## config.mk

```make
export PLATFORM = sky130hd
export DESIGN_NAME = snn_spike_classifier_flat
export DESIGN_NICKNAME = d
export VERILOG_FILES = /design/src/rtl/snn_spike_classifier_pkg.sv /design/src/rtl/snn_spike_classifier_if.sv /design/src/rtl/snn_sat_counter.sv /design/src/rtl/snn_spike_classifier.sv /design/src/flat_wrapper.sv
export SDC_FILE = /design/constraint.sdc
export NUM_CORES = 1
export LEC_CHECK = 0
export BUFFER_PORTS_ARGS = -buffer_cell sky130_fd_sc_hd__buf_2
export CORE_AREA = 8 8 139 89
export DETAILED_ROUTE_END_ITERATION = 10
export DIE_AREA = 0 0 147 97
export PLACE_DENSITY = 0.7
export SETUP_SLACK_MARGIN = 0.2
export SLEW_MARGIN = 20
export SYNTH_ARGS = -nofsm -noshare
export SYNTH_HDL_FRONTEND = slang
export SYNTH_SLANG_ARGS = --single-unit
```

## constraint.sdc

```tcl
create_clock -name clk -period 5.2 [get_ports clk]
set_clock_uncertainty 0.15 [all_clocks]
set_input_delay 0.26 -clock clk [delete_from_list [all_inputs] [get_ports clk]]
set_output_delay 0.26 -clock clk [all_outputs]
set_load 0.01 [all_outputs]
```

## src/rtl/snn_spike_classifier_pkg.sv

```systemverilog
// Shared definitions for the spike classifier: FSM encoding, default sizes
// and the index-width helper used by the interface and the top.
package snn_spike_classifier_pkg;

    localparam int CLASSES_DEF     = 8;
    localparam int COUNT_BITS_DEF  = 8;
    localparam int WINDOW_BITS_DEF = 8;

    localparam logic [1:0] ST_IDLE_ENC  = 2'd0;
    localparam logic [1:0] ST_ACCUM_ENC = 2'd1;
    localparam logic [1:0] ST_SCAN_ENC  = 2'd2;
    localparam logic [1:0] ST_DONE_ENC  = 2'd3;

    typedef enum logic [1:0] {
        ST_IDLE  = ST_IDLE_ENC,
        ST_ACCUM = ST_ACCUM_ENC,
        ST_SCAN  = ST_SCAN_ENC,
        ST_DONE  = ST_DONE_ENC
    } state_t;

    function automatic int idx_width(input int n);
        return (n > 1) ? $clog2(n) : 1;
    endfunction

endpackage

```

## src/rtl/snn_spike_classifier_if.sv

```systemverilog
// Host/network side bundle of the classifier. The network drives enable/spikes,
// the host drives start/window_len; there is no backpressure, start is a pulse.
interface snn_spike_classifier_if
    import snn_spike_classifier_pkg::*;
#(
    parameter int CLASSES     = CLASSES_DEF,
    parameter int COUNT_BITS  = COUNT_BITS_DEF,
    parameter int WINDOW_BITS = WINDOW_BITS_DEF
) ();

    localparam int IDX_W = idx_width(CLASSES);

    logic                   enable;
    logic [CLASSES-1:0]     spikes;
    logic                   start;
    logic [WINDOW_BITS-1:0] window_len;
    logic                   busy;
    logic                   done;
    logic                   valid;
    logic [IDX_W-1:0]       winner;
    logic [COUNT_BITS-1:0]  winner_count;
    logic                   tie;
    state_t                 fsm_state;

    modport master (
        output enable, spikes, start, window_len,
        input  busy, done, valid, winner, winner_count, tie, fsm_state
    );

    modport slave (
        input  enable, spikes, start, window_len,
        output busy, done, valid, winner, winner_count, tie, fsm_state
    );

endinterface

```

## src/rtl/snn_sat_counter.sv

```systemverilog
// Per-class spike counter: clears on request, increments by one, sticks at
// all-ones instead of wrapping.
module snn_sat_counter #(
    parameter int COUNT_BITS = 8
) (
    input  logic                  clk,
    input  logic                  reset,
    input  logic                  clear,
    input  logic                  inc,
    output logic [COUNT_BITS-1:0] count
);

    localparam logic [COUNT_BITS-1:0] COUNT_MAX = '1;

    always_ff @(posedge clk) begin
        if (reset || clear) begin
            count <= '0;
        end else if (inc && (count != COUNT_MAX)) begin
            count <= count + 1'b1;
        end
    end

endmodule

```

## src/rtl/snn_spike_classifier.sv

```systemverilog
// Counts output-layer spikes over a window of execute timesteps, then runs a
// one-class-per-cycle argmax scan and holds winner/count/tie for the host.
module snn_spike_classifier
    import snn_spike_classifier_pkg::*;
#(
    parameter int CLASSES     = CLASSES_DEF,
    parameter int COUNT_BITS  = COUNT_BITS_DEF,
    parameter int WINDOW_BITS = WINDOW_BITS_DEF
) (
    input  logic                   clk,
    input  logic                   reset,
    snn_spike_classifier_if.slave  bus
);

    localparam int               IDX_W    = idx_width(CLASSES);
    localparam logic [IDX_W-1:0] LAST_IDX = IDX_W'(CLASSES - 1);

    state_t                 state_q;
    state_t                 state_d;
    logic [WINDOW_BITS-1:0] remaining_q;
    logic [IDX_W-1:0]       scan_idx_q;
    logic [IDX_W-1:0]       best_idx_q;
    logic [COUNT_BITS-1:0]  best_cnt_q;
    logic                   best_tie_q;
    logic [IDX_W-1:0]       winner_q;
    logic [COUNT_BITS-1:0]  winner_count_q;
    logic                   tie_q;
    logic                   valid_q;

    logic [COUNT_BITS-1:0]  cnt [CLASSES];
    logic [COUNT_BITS-1:0]  cur_cnt;
    logic                   start_ok;
    logic                   sample;
    logic                   last_sample;
    logic                   scan_last;
    logic [IDX_W-1:0]       step_idx;
    logic [COUNT_BITS-1:0]  step_cnt;
    logic                   step_tie;

    assign start_ok    = (state_q == ST_IDLE) && bus.start;
    assign sample      = (state_q == ST_ACCUM) && bus.enable;
    assign last_sample = sample && (remaining_q == WINDOW_BITS'(1));
    assign scan_last   = (state_q == ST_SCAN) && (scan_idx_q == LAST_IDX);
    assign cur_cnt     = cnt[scan_idx_q];

    for (genvar i = 0; i < CLASSES; i++) begin : g_cnt
        snn_sat_counter #(
            .COUNT_BITS (COUNT_BITS)
        ) u_cnt (
            .clk   (clk),
            .reset (reset),
            .clear (start_ok),
            .inc   (sample && bus.spikes[i]),
            .count (cnt[i])
        );
    end

    always_ff @(posedge clk) begin
        if (reset) begin
            state_q <= ST_IDLE;
        end else begin
            state_q <= state_d;
        end
    end

    always_comb begin
        state_d = state_q;
        case (state_q)
            ST_IDLE: begin
                if (bus.start) begin
                    state_d = (bus.window_len == '0) ? ST_SCAN : ST_ACCUM;
                end
            end
            ST_ACCUM: begin
                if (last_sample) begin
                    state_d = ST_SCAN;
                end
            end
            ST_SCAN: begin
                if (scan_idx_q == LAST_IDX) begin
                    state_d = ST_DONE;
                end
            end
            ST_DONE: state_d = ST_IDLE;
            default: state_d = ST_IDLE;
        endcase
    end

    // One comparator step; slot 0 seeds the running best, strict '>' keeps
    // the lowest index on equal counts.
    always_comb begin
        step_idx = best_idx_q;
        step_cnt = best_cnt_q;
        step_tie = best_tie_q;
        if (scan_idx_q == '0) begin
            step_idx = '0;
            step_cnt = cur_cnt;
            step_tie = 1'b0;
        end else if (cur_cnt > best_cnt_q) begin
            step_idx = scan_idx_q;
            step_cnt = cur_cnt;
            step_tie = 1'b0;
        end else if (cur_cnt == best_cnt_q) begin
            step_tie = 1'b1;
        end
    end

    // The published result is loaded on the last scan step so it is already
    // visible during the done cycle.
    always_ff @(posedge clk) begin
        if (reset) begin
            remaining_q    <= '0;
            scan_idx_q     <= '0;
            best_idx_q     <= '0;
            best_cnt_q     <= '0;
            best_tie_q     <= 1'b0;
            winner_q       <= '0;
            winner_count_q <= '0;
            tie_q          <= 1'b0;
            valid_q        <= 1'b0;
        end else begin
            if (start_ok) begin
                remaining_q <= bus.window_len;
                scan_idx_q  <= '0;
                valid_q     <= 1'b0;
            end
            if (sample) begin
                remaining_q <= remaining_q - 1'b1;
            end
            if (state_q == ST_SCAN) begin
                scan_idx_q <= scan_idx_q + 1'b1;
                best_idx_q <= step_idx;
                best_cnt_q <= step_cnt;
                best_tie_q <= step_tie;
            end
            if (scan_last) begin
                winner_q       <= step_idx;
                winner_count_q <= step_cnt;
                tie_q          <= step_tie;
                valid_q        <= 1'b1;
            end
        end
    end

    assign bus.busy         = (state_q == ST_ACCUM) || (state_q == ST_SCAN);
    assign bus.done         = (state_q == ST_DONE);
    assign bus.valid        = valid_q;
    assign bus.winner       = winner_q;
    assign bus.winner_count = winner_count_q;
    assign bus.tie          = tie_q;
    assign bus.fsm_state    = state_q;

endmodule

```

## src/flat_wrapper.sv

```systemverilog
// flat-port wrapper written by rule: the top's interface ports become plain ports
module snn_spike_classifier_flat import snn_spike_classifier_pkg::*;
#(
    parameter int CLASSES     = CLASSES_DEF,
    parameter int COUNT_BITS  = COUNT_BITS_DEF,
    parameter int WINDOW_BITS = WINDOW_BITS_DEF
)
  (clk, reset, bus_enable, bus_spikes, bus_start, bus_window_len, bus_busy, bus_done, bus_valid, bus_winner, bus_winner_count, bus_tie, bus_fsm_state);
  snn_spike_classifier_if #(.CLASSES(CLASSES), .COUNT_BITS(COUNT_BITS), .WINDOW_BITS(WINDOW_BITS)) bus_i ();
  input  logic clk;
  input  logic reset;
  input wire logic [$bits(bus_i.enable)-1:0] bus_enable;
  input wire logic [$bits(bus_i.spikes)-1:0] bus_spikes;
  input wire logic [$bits(bus_i.start)-1:0] bus_start;
  input wire logic [$bits(bus_i.window_len)-1:0] bus_window_len;
  output wire logic [$bits(bus_i.busy)-1:0] bus_busy;
  output wire logic [$bits(bus_i.done)-1:0] bus_done;
  output wire logic [$bits(bus_i.valid)-1:0] bus_valid;
  output wire logic [$bits(bus_i.winner)-1:0] bus_winner;
  output wire logic [$bits(bus_i.winner_count)-1:0] bus_winner_count;
  output wire logic [$bits(bus_i.tie)-1:0] bus_tie;
  output wire logic [$bits(bus_i.fsm_state)-1:0] bus_fsm_state;
  assign bus_i.enable = bus_enable;
  assign bus_i.spikes = bus_spikes;
  assign bus_i.start = bus_start;
  assign bus_i.window_len = bus_window_len;
  assign bus_busy = bus_i.busy;
  assign bus_done = bus_i.done;
  assign bus_valid = bus_i.valid;
  assign bus_winner = bus_i.winner;
  assign bus_winner_count = bus_i.winner_count;
  assign bus_tie = bus_i.tie;
  assign bus_fsm_state = bus_i.fsm_state;
  snn_spike_classifier #(.CLASSES(CLASSES), .COUNT_BITS(COUNT_BITS), .WINDOW_BITS(WINDOW_BITS)) u_core (.clk(clk), .reset(reset), .bus(bus_i));
endmodule
```

==> impl_metrics.ini, run 1 <==
[synth]
synth_top_area_share = 0.368
yosysSeqAreaShare = 0.368
avgSynthCellArea_sq_um = 9.08
ys_types = 57
synth_seq_cells = 102
ys_top_cells_by_area = dfxtp_1 37%, ha_1 5.9%, xor2_1 5.7%
synth-main-ff-cell = dfxtp_1
synth_area_leader_cell = dfxtp_1
yosys_warnings = 0
syn-num-nets = 657
syn_area_sq_um = 5550
syn_inst = 611
synth-async-reset-ratio = 0
synth_edf_count = 0

[sta]
max_freq_ghz = 0.242
hold_viol_final = 0
period_share = 0.795
drv_slew = 0
setup_violations = 0
finalCriticalPeriod_ns = 4.13
tightest_slew_ns = 0.813
tns_ns = 0
relSlewSlack = 0.457
grt_setup_unrepaired = no

[clock_tree]
post_cts_resize_count = 0
insertion_delay_ns = 0.35
clock_sinks = 102
cts_buffers = 9
cts_root_buf = clkbuf_16
holdBufCountCts = 0
cts_tree = yes
clockBufferDepth = 2
clk_pin_slew_ns = 0.07
htree_num_levels = 3
cts_setup_buffers = 0

[routing]
drc = 0
num_vias = 4655
viasPerCell = 5.98
drt-initial-drc-count = 411
detail_route.first_pass.iterations = 5
drt-total-wl_um = 13300
wl_per_cell_um = 17.1
ant_nets = 0

[worst_setup_path]
crit_required_ns = 5.31
reg2reg_from = u_core.scan_idx_q[0]
rrSetupSlack_ns = 1.07
critical_path_depth = 12
rr_endpoint = u_core.best_idx_q[1]
crit_buf_inv = 3
r2r_cells = 12
cpMostUsedCell = buf_4
setup.worst_path.start_class = register
slowest_delay_ns = 0.66
cp-end-kind = register
critPathSlowestCell = dfxtp_1
critPathArrivalTime_ns = 4.24
worstPathMaxFanout = 19
critical_path_class = reg -> reg
crit_path_cell_trace = buf_4 > mux2i_1 > o22ai_1 > a21oi_1 > inv_1 > ha_1 > and4_1 > nand4_1 > o32ai_4 > nor3_1 > buf_4 > o32ai_1
critPathTopFamily = compound AO/OA/AOI/OAI gates

[die]
pin_count = 37
die-area_sq_um = 14300
initial_core_util = 0.538
die_x_um = 147
die_h_um = 97
core-area_sq_um = 10300
rows = 29

[global_route]
gr-usage-all-layers = 0.190
grt_pass1_wl_um = 22500
antenna_found_initial = 0
grt_max_degree = 65
first_global_vias = 4509
overflow = 0

[final_layout]
final_nets = 681
layout-area-overhead-vs-synth_pct = 9.50
diodes = 0
drive_above_1_share = 0.123

[hold_path]
hp-class = in -> reg
hold_end = u_core.remaining_q[0]
min-delay-start = bus_window_len[0]
hold_depth = 3

[placed_design]
io_buffers = 36
hpwl_um = 9600
gp_congestion = 0.896

[pwr]
p_per_area_nw_per_um2 = 387
finalPower_uw = 2350
p_leak_uw = 0.00219
peakVddDrop_uv = 345

[run]
cap_violations = 0

[outcome]
status = completed
## worst reg2reg max path: stages (launching register included)
cell,delay [ns]
dfxtp_1,0.66
buf_4,0.39
mux2i_1,0.27
o22ai_1,0.10
a21oi_1,0.23
inv_1,0.09
ha_1,0.30
and4_1,0.35
nand4_1,0.25
o32ai_4,0.48
nor3_1,0.30
buf_4,0.25
o32ai_1,0.23
## per-layer routing
| metal | wire length [um] | GRT usage | up-vias | part of all wire |
|---|---|---|---|---|
| li1 | - | - | 2264 | - |
| met1 | 6430 | 0.259 | 2226 | 0.48 |
| met2 | 5790 | 0.289 | 148 | 0.44 |
| met3 | 903 | 0.0498 | 17 | 0.068 |
| met4 | 161 | 0.0562 | 0 | 0.012 |
| met5 | 0 | 0 | - | 0 |
## flip-flops by register name, summed over array words and instances, names as in the netlist
register / flops
u_core.best_cnt_q: 8
u_core.best_idx_q: 3
u_core.best_tie_q: 1
u_core.bus.fsm_state: 2
u_core.bus.tie: 1
u_core.bus.valid: 1
u_core.bus.winner: 3
u_core.bus.winner_count: 8
u_core.g_cnt.u_cnt.count: 64
u_core.remaining_q: 8
u_core.scan_idx_q: 3
## worst max path at each step
stage	start	end	slack, ns
finish	u_core.scan_idx_q[0]	u_core.best_idx_q[1]	1.07
global route	u_core.scan_idx_q[0]	u_core.best_cnt_q[0]	0.71
CTS	u_core.scan_idx_q[0]	u_core.best_idx_q[1]	1.09
detailed placement	u_core.scan_idx_q[0]	u_core.best_idx_q[1]	1.09
global placement	u_core.scan_idx_q[0]	u_core.best_cnt_q[2]	1.34
floorplan	u_core.scan_idx_q[0]	u_core.bus.winner_count[0]	2.15
## cell usage in the layout (no fill, tap or decap), drive strengths merged, types with 19 or more instances in the layout
master,Yosys,routed
xnor2,20,20
a21oi,19,19
mux2i,26,26
ha,26,26
inv,29,29
nand3,37,37
nor2,81,81
xor2,36,36
nand2,42,42
buf,12,39
dfxtp,102,102
## power breakdown
part / leakage (uW) / total (uW) / internal [uW] / switching, uW
registers: 0.000824 / 896 / 837 / 59.2
logic: 0.00122 / 761 / 284 / 477
clock network: 0.000146 / 691 / 399 / 292
## Yosys cell counts, types with 9 or more instances
cell type / instances
or4_1: 10
and4_1: 14
mux2i_1: 26
nand4_1: 11
inv_1: 28
xor2_1: 36
ha_1: 26
dfxtp_1: 102
a21oi_1: 19
nand3_1: 37
o21ai_0: 9
clkbuf_1: 14
and3_1: 11
nor2_1: 79
a211oi_1: 14
xnor2_1: 20
nand2_1: 42
## logic make-up (layout without fill, tap and decap cells)
family          count (synthesis)  after routing  synth area share
xor+xnor                       56             56            0.0884
simple gates                  235            235             0.214
compound gates                102            102             0.140
mux                            35             35            0.0815
fa+ha+maj                      26             26            0.0587
flops                         102            102             0.368
buf+inv                        55             84            0.0485
## metrics by stage
stage / cell area, sq um / instances / worst slack [ns] / hold WS, ns / utilization
2_1_floorplan: 5550 / 611 / 2.15 / 0.265 / -
3_3_place_gp: 5760 / 763 / 1.34 / 0.294 / 0.559
3_5_place_dp: 5760 / 763 / 1.09 / 0.301 / 0.559
4_1_cts: 6070 / 779 / 1.09 / 0.0325 / 0.589
5_1_grt: 6070 / 779 / 0.707 / 0.0733 / 0.589
6_report: 6070 / 779 / 1.07 / 0.0396 / 0.589
## layout make-up
cell class	count	area [sq um]
sequential	102	2040
timing repair buffer	39	203
inverter	29	109
fill	953	4230
tap	139	174
clock buffer	13	260
multi-input combinational	454	3240
clock inverter	3	42.5
(Power assumes the default switching activity.)
==> inputs of run 2 (changes only) <==
==> constraint.sdc (replaced) <==
create_clock -name clk -period 4.3 [get_ports clk]
set_clock_uncertainty 0.15 [all_clocks]
set_input_delay 0.215 -clock clk [delete_from_list [all_inputs] [get_ports clk]]
set_output_delay 0.215 -clock clk [all_outputs]
set_load 0.01 [all_outputs]
==> run 2 against run 1 <==
Compared with the run above:
- sequential power rose by 21%
- flip-flop and latch count did not move
- first-iteration DRC count fell by 7.1%
- worst hold slack got worse by 0.026 ns
- worst setup slack got worse by 0.44 ns
- final cell count rose by 0.26%
==> impl_metrics.ini, run 2 (synthesis results as in run 1) <==
[outcome]
status = completed

[pwr]
combPwrFrac = 0.331
p_switching_uw = 999
switching_share = 0.353
peakVddDrop_uv = 361
pwr-share-clk = 0.286
p_per_area_nw_per_um2 = 465
p_leak_uw = 0.00220
internal_power_uw = 1830
p_seq_frac = 0.383

[sta]
max_freq_ghz = 0.273
setup_violations = 0
drv_slew = 0
period_share = 0.853
setup_slack_ns = 0.632
hold_viol_final = 0
relSlewSlack = 0.479
tns_ns = 0
finalCriticalPeriod_ns = 3.67
grt_setup_unrepaired = no
tightest_slew_ns = 0.780

[final_layout]
final_cells = 781
final_cell_mix = 101 x dfxtp_1, 79 x nor2_1, 41 x nand2_1, 37 x nand3_1
finalInstanceArea_sq_um = 6090
seqCellArea_sq_um = 2040
layout_commonest_cell = dfxtp_1
diodes = 0
multi_input_area_sq_um = 3240
regMostFlops = u_core.g_cnt.u_cnt.count
layout-area-overhead-vs-synth_pct = 9.75
largest_reg_flops = 64
drive_above_1_share = 0.128
n_fill_cell = 906
post-route-util = 0.591
final_nets = 684

[global_route]
first_global_vias = 4393
grt_max_degree = 65
antenna_found_initial = 0
grt_pass1_wl_um = 21800
busiest_layer = met2
grt.met1_usage = 0.255
grt_use_met2 = 0.269
use_met3 = 0.0549
gr-usage-all-layers = 0.184
overflow = 0

[clock_tree]
cts_setup_buffers = 0
clockBufferDepth = 2
cts_tree = yes
clock_sinks = 102
cts_buffers = 9
cts_root_buf = clkbuf_16
clk_pin_slew_ns = 0.06
htree_num_levels = 3
insertion_delay_ns = 0.34

[die]
core-area_sq_um = 10300
pin_count = 37
initial_core_util = 0.538
die_h_um = 97
die-area_sq_um = 14300
rows = 29
die_x_um = 147

[routing]
drt-initial-drc-count = 382
detail_route.first_pass.iterations = 5
num_vias = 4644
drt-total-wl_um = 13100
drc = 0
wl_per_cell_um = 16.8
viasPerCell = 5.95
ant_nets = 0

[worst_setup_path]
crit_required_ns = 4.42
critical_path_class = reg -> reg
worstPathMaxFanout = 18
setup.worst_path.start_class = register
critPathArrivalTime_ns = 3.79
cp-end-kind = register

[placed_design]
dpl-instance-area_sq_um = 5780
io_buffers = 36
hpwl_um = 9480
gp_congestion = 0.934
placed_cells = 765
place_ws_ns = 0.473

[hold_path]
hp-class = in -> reg

[run]
cap_violations = 0
-- run 2: changes by cell type in the layout (fill, tap and decap cells not counted), sizes merged --
cell | before | now
clkinv | 1 | 2
buf | 39 | 41
clkbuf | 13 | 11
dlygate4sd3 | 0 | 1
-- run 2: area by class of cell --
type,instances,share of cell area
sequential,102,0.336
clock inverter,4,0.00781
tap,139,0.0286
inverter,29,0.0179
timing repair buffer,42,0.0374
clock buffer,11,0.0399
multi-input combinational,454,0.533
-- run 2: power groups by stage --
stage               registers (uW)  clock network, uW  logic [uW]
finish                        1080                808         936
global route                  1090                869        1030
global placement              1100                  0         896
detailed placement            1100                  0         915
CTS                           1080                832         921
floorplan                     1080                  0         748
-- run 2: per-layer routing --
metal,vias to the layer above,share of wire
li1,2276,-
met1,2198,0.49
met2,149,0.43
met3,21,0.069
met4,0,0.015
met5,-,0
-- run 2: worst paths after layout --
| path | endpoint | cells after the start | slack, ns | startpoint |
|---|---|---|---|---|
| hold / removal | u_core.remaining_q[4] | 3 | 0.01 | bus_window_len[4] |
| setup / recovery | u_core.best_cnt_q[0] | 12 | 0.63 | u_core.scan_idx_q[0] |
| hold reg to reg | u_core.bus.tie | 2 | 0.31 | u_core.bus.tie |
| setup reg to reg | u_core.best_cnt_q[0] | 12 | 0.63 | u_core.scan_idx_q[0] |
-- run 2: stage by stage --
step                      hold WS [ns]  total power, uW
after CTS                     0.000278             2830
after global routing            0.0216             2990
after floorplan                  0.220             1830
after detailed placement         0.297             2020
after global placement           0.294             2000
final                           0.0139             2830
-- run 2: what timing repair did --
action | in CTS | in global routing
endpoints found under the setup margin | 0 | 16
hold buffers | 1 | 0
endpoints found under the hold margin | 1 | 0
resized for setup | 0 | 1
-- run 2: critical path, cell delays in order (launching register included) --
cell,delay (ns)
dfxtp_2,0.50
buf_4,0.36
mux2i_1,0.26
o22ai_1,0.10
a21oi_1,0.29
inv_1,0.08
ha_1,0.31
and4_1,0.28
nand4_1,0.22
o32ai_4,0.12
nor3_1,0.48
buf_4,0.24
mux2i_1,0.19
==> inputs of run 3 (changes only) <==
--- a/config.mk
+++ b/config.mk
@@ -9,6 +9,7 @@
 export CORE_AREA = 8 8 139 89
 export DETAILED_ROUTE_END_ITERATION = 10
 export DIE_AREA = 0 0 147 97
+export HOLD_SLACK_MARGIN = 0.08
 export PLACE_DENSITY = 0.7
 export SETUP_SLACK_MARGIN = 0.2
 export SLEW_MARGIN = 20
==> run 3 against run 2 <==
Compared with the run above:
- sequential power is essentially flat
- clock-buffer cell count is the same
- global-route usage grew 0.12 points
- clock power is essentially flat
- core utilization grew 0.41 points
- via count grew 1.2%
- sequential share of layout area shrank 0.23 points
- critical path depth is the same
- critical path type unchanged
- largest cell class unchanged
- largest power group unchanged
==> impl_metrics.ini, run 3 (synthesis results as in run 1) <==
[worst_setup_path]
cp-end-kind = register
rrSetupSlack_ns = 0.60
crit_required_ns = 4.42
crit_path_cell_trace = buf_4 > mux2i_1 > o22ai_1 > a21oi_1 > inv_1 > ha_1 > and4_1 > nand4_1 > o32ai_4 > nor3_1 > buf_4 > mux2i_1
critPathArrivalTime_ns = 3.82
r2r_cells = 12
critPathSlowestCell = nor3_1
worstPathMaxFanout = 18
critPathTopFamily = simple AND/OR/NAND/NOR gates
setup.worst_path.start_class = register
slowest_delay_ns = 0.51
critical_path_class = reg -> reg
crit_buf_inv = 3
critical_path_depth = 12

[hold_path]
hold_depth = 3
hp-class = in -> reg

[global_route]
grt_max_degree = 65
antenna_found_initial = 1
grt_pass1_wl_um = 21900
overflow = 0
first_global_vias = 4399
gr-usage-all-layers = 0.185

[clock_tree]
clockBufferDepth = 2
clk_pin_slew_ns = 0.07
cts_setup_buffers = 0
cts_tree = yes
clock_sinks = 102
cts_buffers = 9
htree_num_levels = 3
cts_root_buf = clkbuf_16
insertion_delay_ns = 0.34

[routing]
wl_per_cell_um = 16.8
viasPerCell = 5.98
drt-total-wl_um = 13200
detail_route.first_pass.iterations = 5
ant_nets = 0
num_vias = 4701
drc = 0
drt-initial-drc-count = 416

[sta]
grt_setup_unrepaired = no
drv_slew = 0
hold_ws_ns = 0.167
hold_viol_final = 0
tightest_slew_ns = 0.794
tns_ns = 0
relSlewSlack = 0.470
max_freq_ghz = 0.270
setup_violations = 0
period_share = 0.860
finalCriticalPeriod_ns = 3.70

[die]
initial_core_util = 0.538
die_h_um = 97
die_x_um = 147
core-area_sq_um = 10300
rows = 29
die-area_sq_um = 14300
pin_count = 37

[run]
cap_violations = 0

[placed_design]
hpwl_um = 9480
dpl-instance-area_sq_um = 5780
gp_congestion = 0.934
io_buffers = 36

[final_layout]
post-route-util = 0.595
final_cell_mix = 101 x dfxtp_1, 79 x nor2_1, 41 x nand2_1, 37 x nand3_1
n_fill_cell = 901
finalInstanceArea_sq_um = 6130
largest_reg_flops = 64
final_nets = 688
layout-area-overhead-vs-synth_pct = 10.5
layout_commonest_cell = dfxtp_1
drive_above_1_share = 0.127
regMostFlops = u_core.g_cnt.u_cnt.count

[pwr]
p_leak_uw = 0.00221
peakVddDrop_uv = 363
finalPower_uw = 2830
p_per_area_nw_per_um2 = 462

[outcome]
status = completed
run 3: final cells by class:
| cell class | count | area (sq um) | share of cell area |
|---|---|---|---|
| Multi-Input combinational cell | 454 | 3240 | 0.529 |
| Sequential cell | 102 | 2040 | 0.333 |
| Timing Repair Buffer | 46 | 268 | 0.0437 |
| Clock buffer | 11 | 243 | 0.0396 |
| Tap cell | 139 | 174 | 0.0284 |
| Inverter | 29 | 109 | 0.0178 |
| Clock inverter | 4 | 47.5 | 0.00776 |
| Antenna cell | 1 | 2.50 | 0.000408 |
run 3: repair_timing:
| action | 4_1_cts | 5_1_grt |
|---|---|---|
| hold buffers | 5 | 0 |
| hold endpoints to repair | 5 | 0 |
| endpoints found under the setup margin | 0 | 16 |
| resized for setup | 0 | 1 |
run 3: final timing paths:
kind	startpoint	endpoint
worst max-delay path	u_core.scan_idx_q[0]	u_core.best_cnt_q[0]
worst min-delay path	bus_window_len[3]	u_core.remaining_q[3]
worst max register to register	u_core.scan_idx_q[0]	u_core.best_cnt_q[0]
worst min register to register	u_core.bus.tie	u_core.bus.tie
run 3: report_power, final:
group | internal [uW] | switching, uW
clock | 462 | 348
sequential | 1010 | 70.5
combinational | 356 | 585
total | 1830 | 1000
run 3: through the flow:
stage          worst slack, ns  instances
3_3_place_gp             0.638        765
6_report                 0.601        786
4_1_cts                  0.460        785
3_5_place_dp             0.473        765
5_1_grt                  0.329        786
2_1_floorplan             1.25        611
run 3: worst reg2reg max path, cell delays in order (launching register included):
cell and delay (ns):
dfxtp_2 0.50, buf_4 0.36, mux2i_1 0.27, o22ai_1 0.10, a21oi_1 0.29, inv_1 0.08, ha_1 0.31, and4_1 0.28
nand4_1 0.22, o32ai_4 0.12, nor3_1 0.51, buf_4 0.25, mux2i_1 0.19
run 3: layer usage:
layer | GRT usage | routed length, um | up-vias
met5 | 0 | 0 | -
met4 | 0.0546 | 172 | 0
met2 | 0.272 | 5700 | 169
met3 | 0.0544 | 966 | 19
li1 | - | - | 2282
met1 | 0.256 | 6350 | 2231
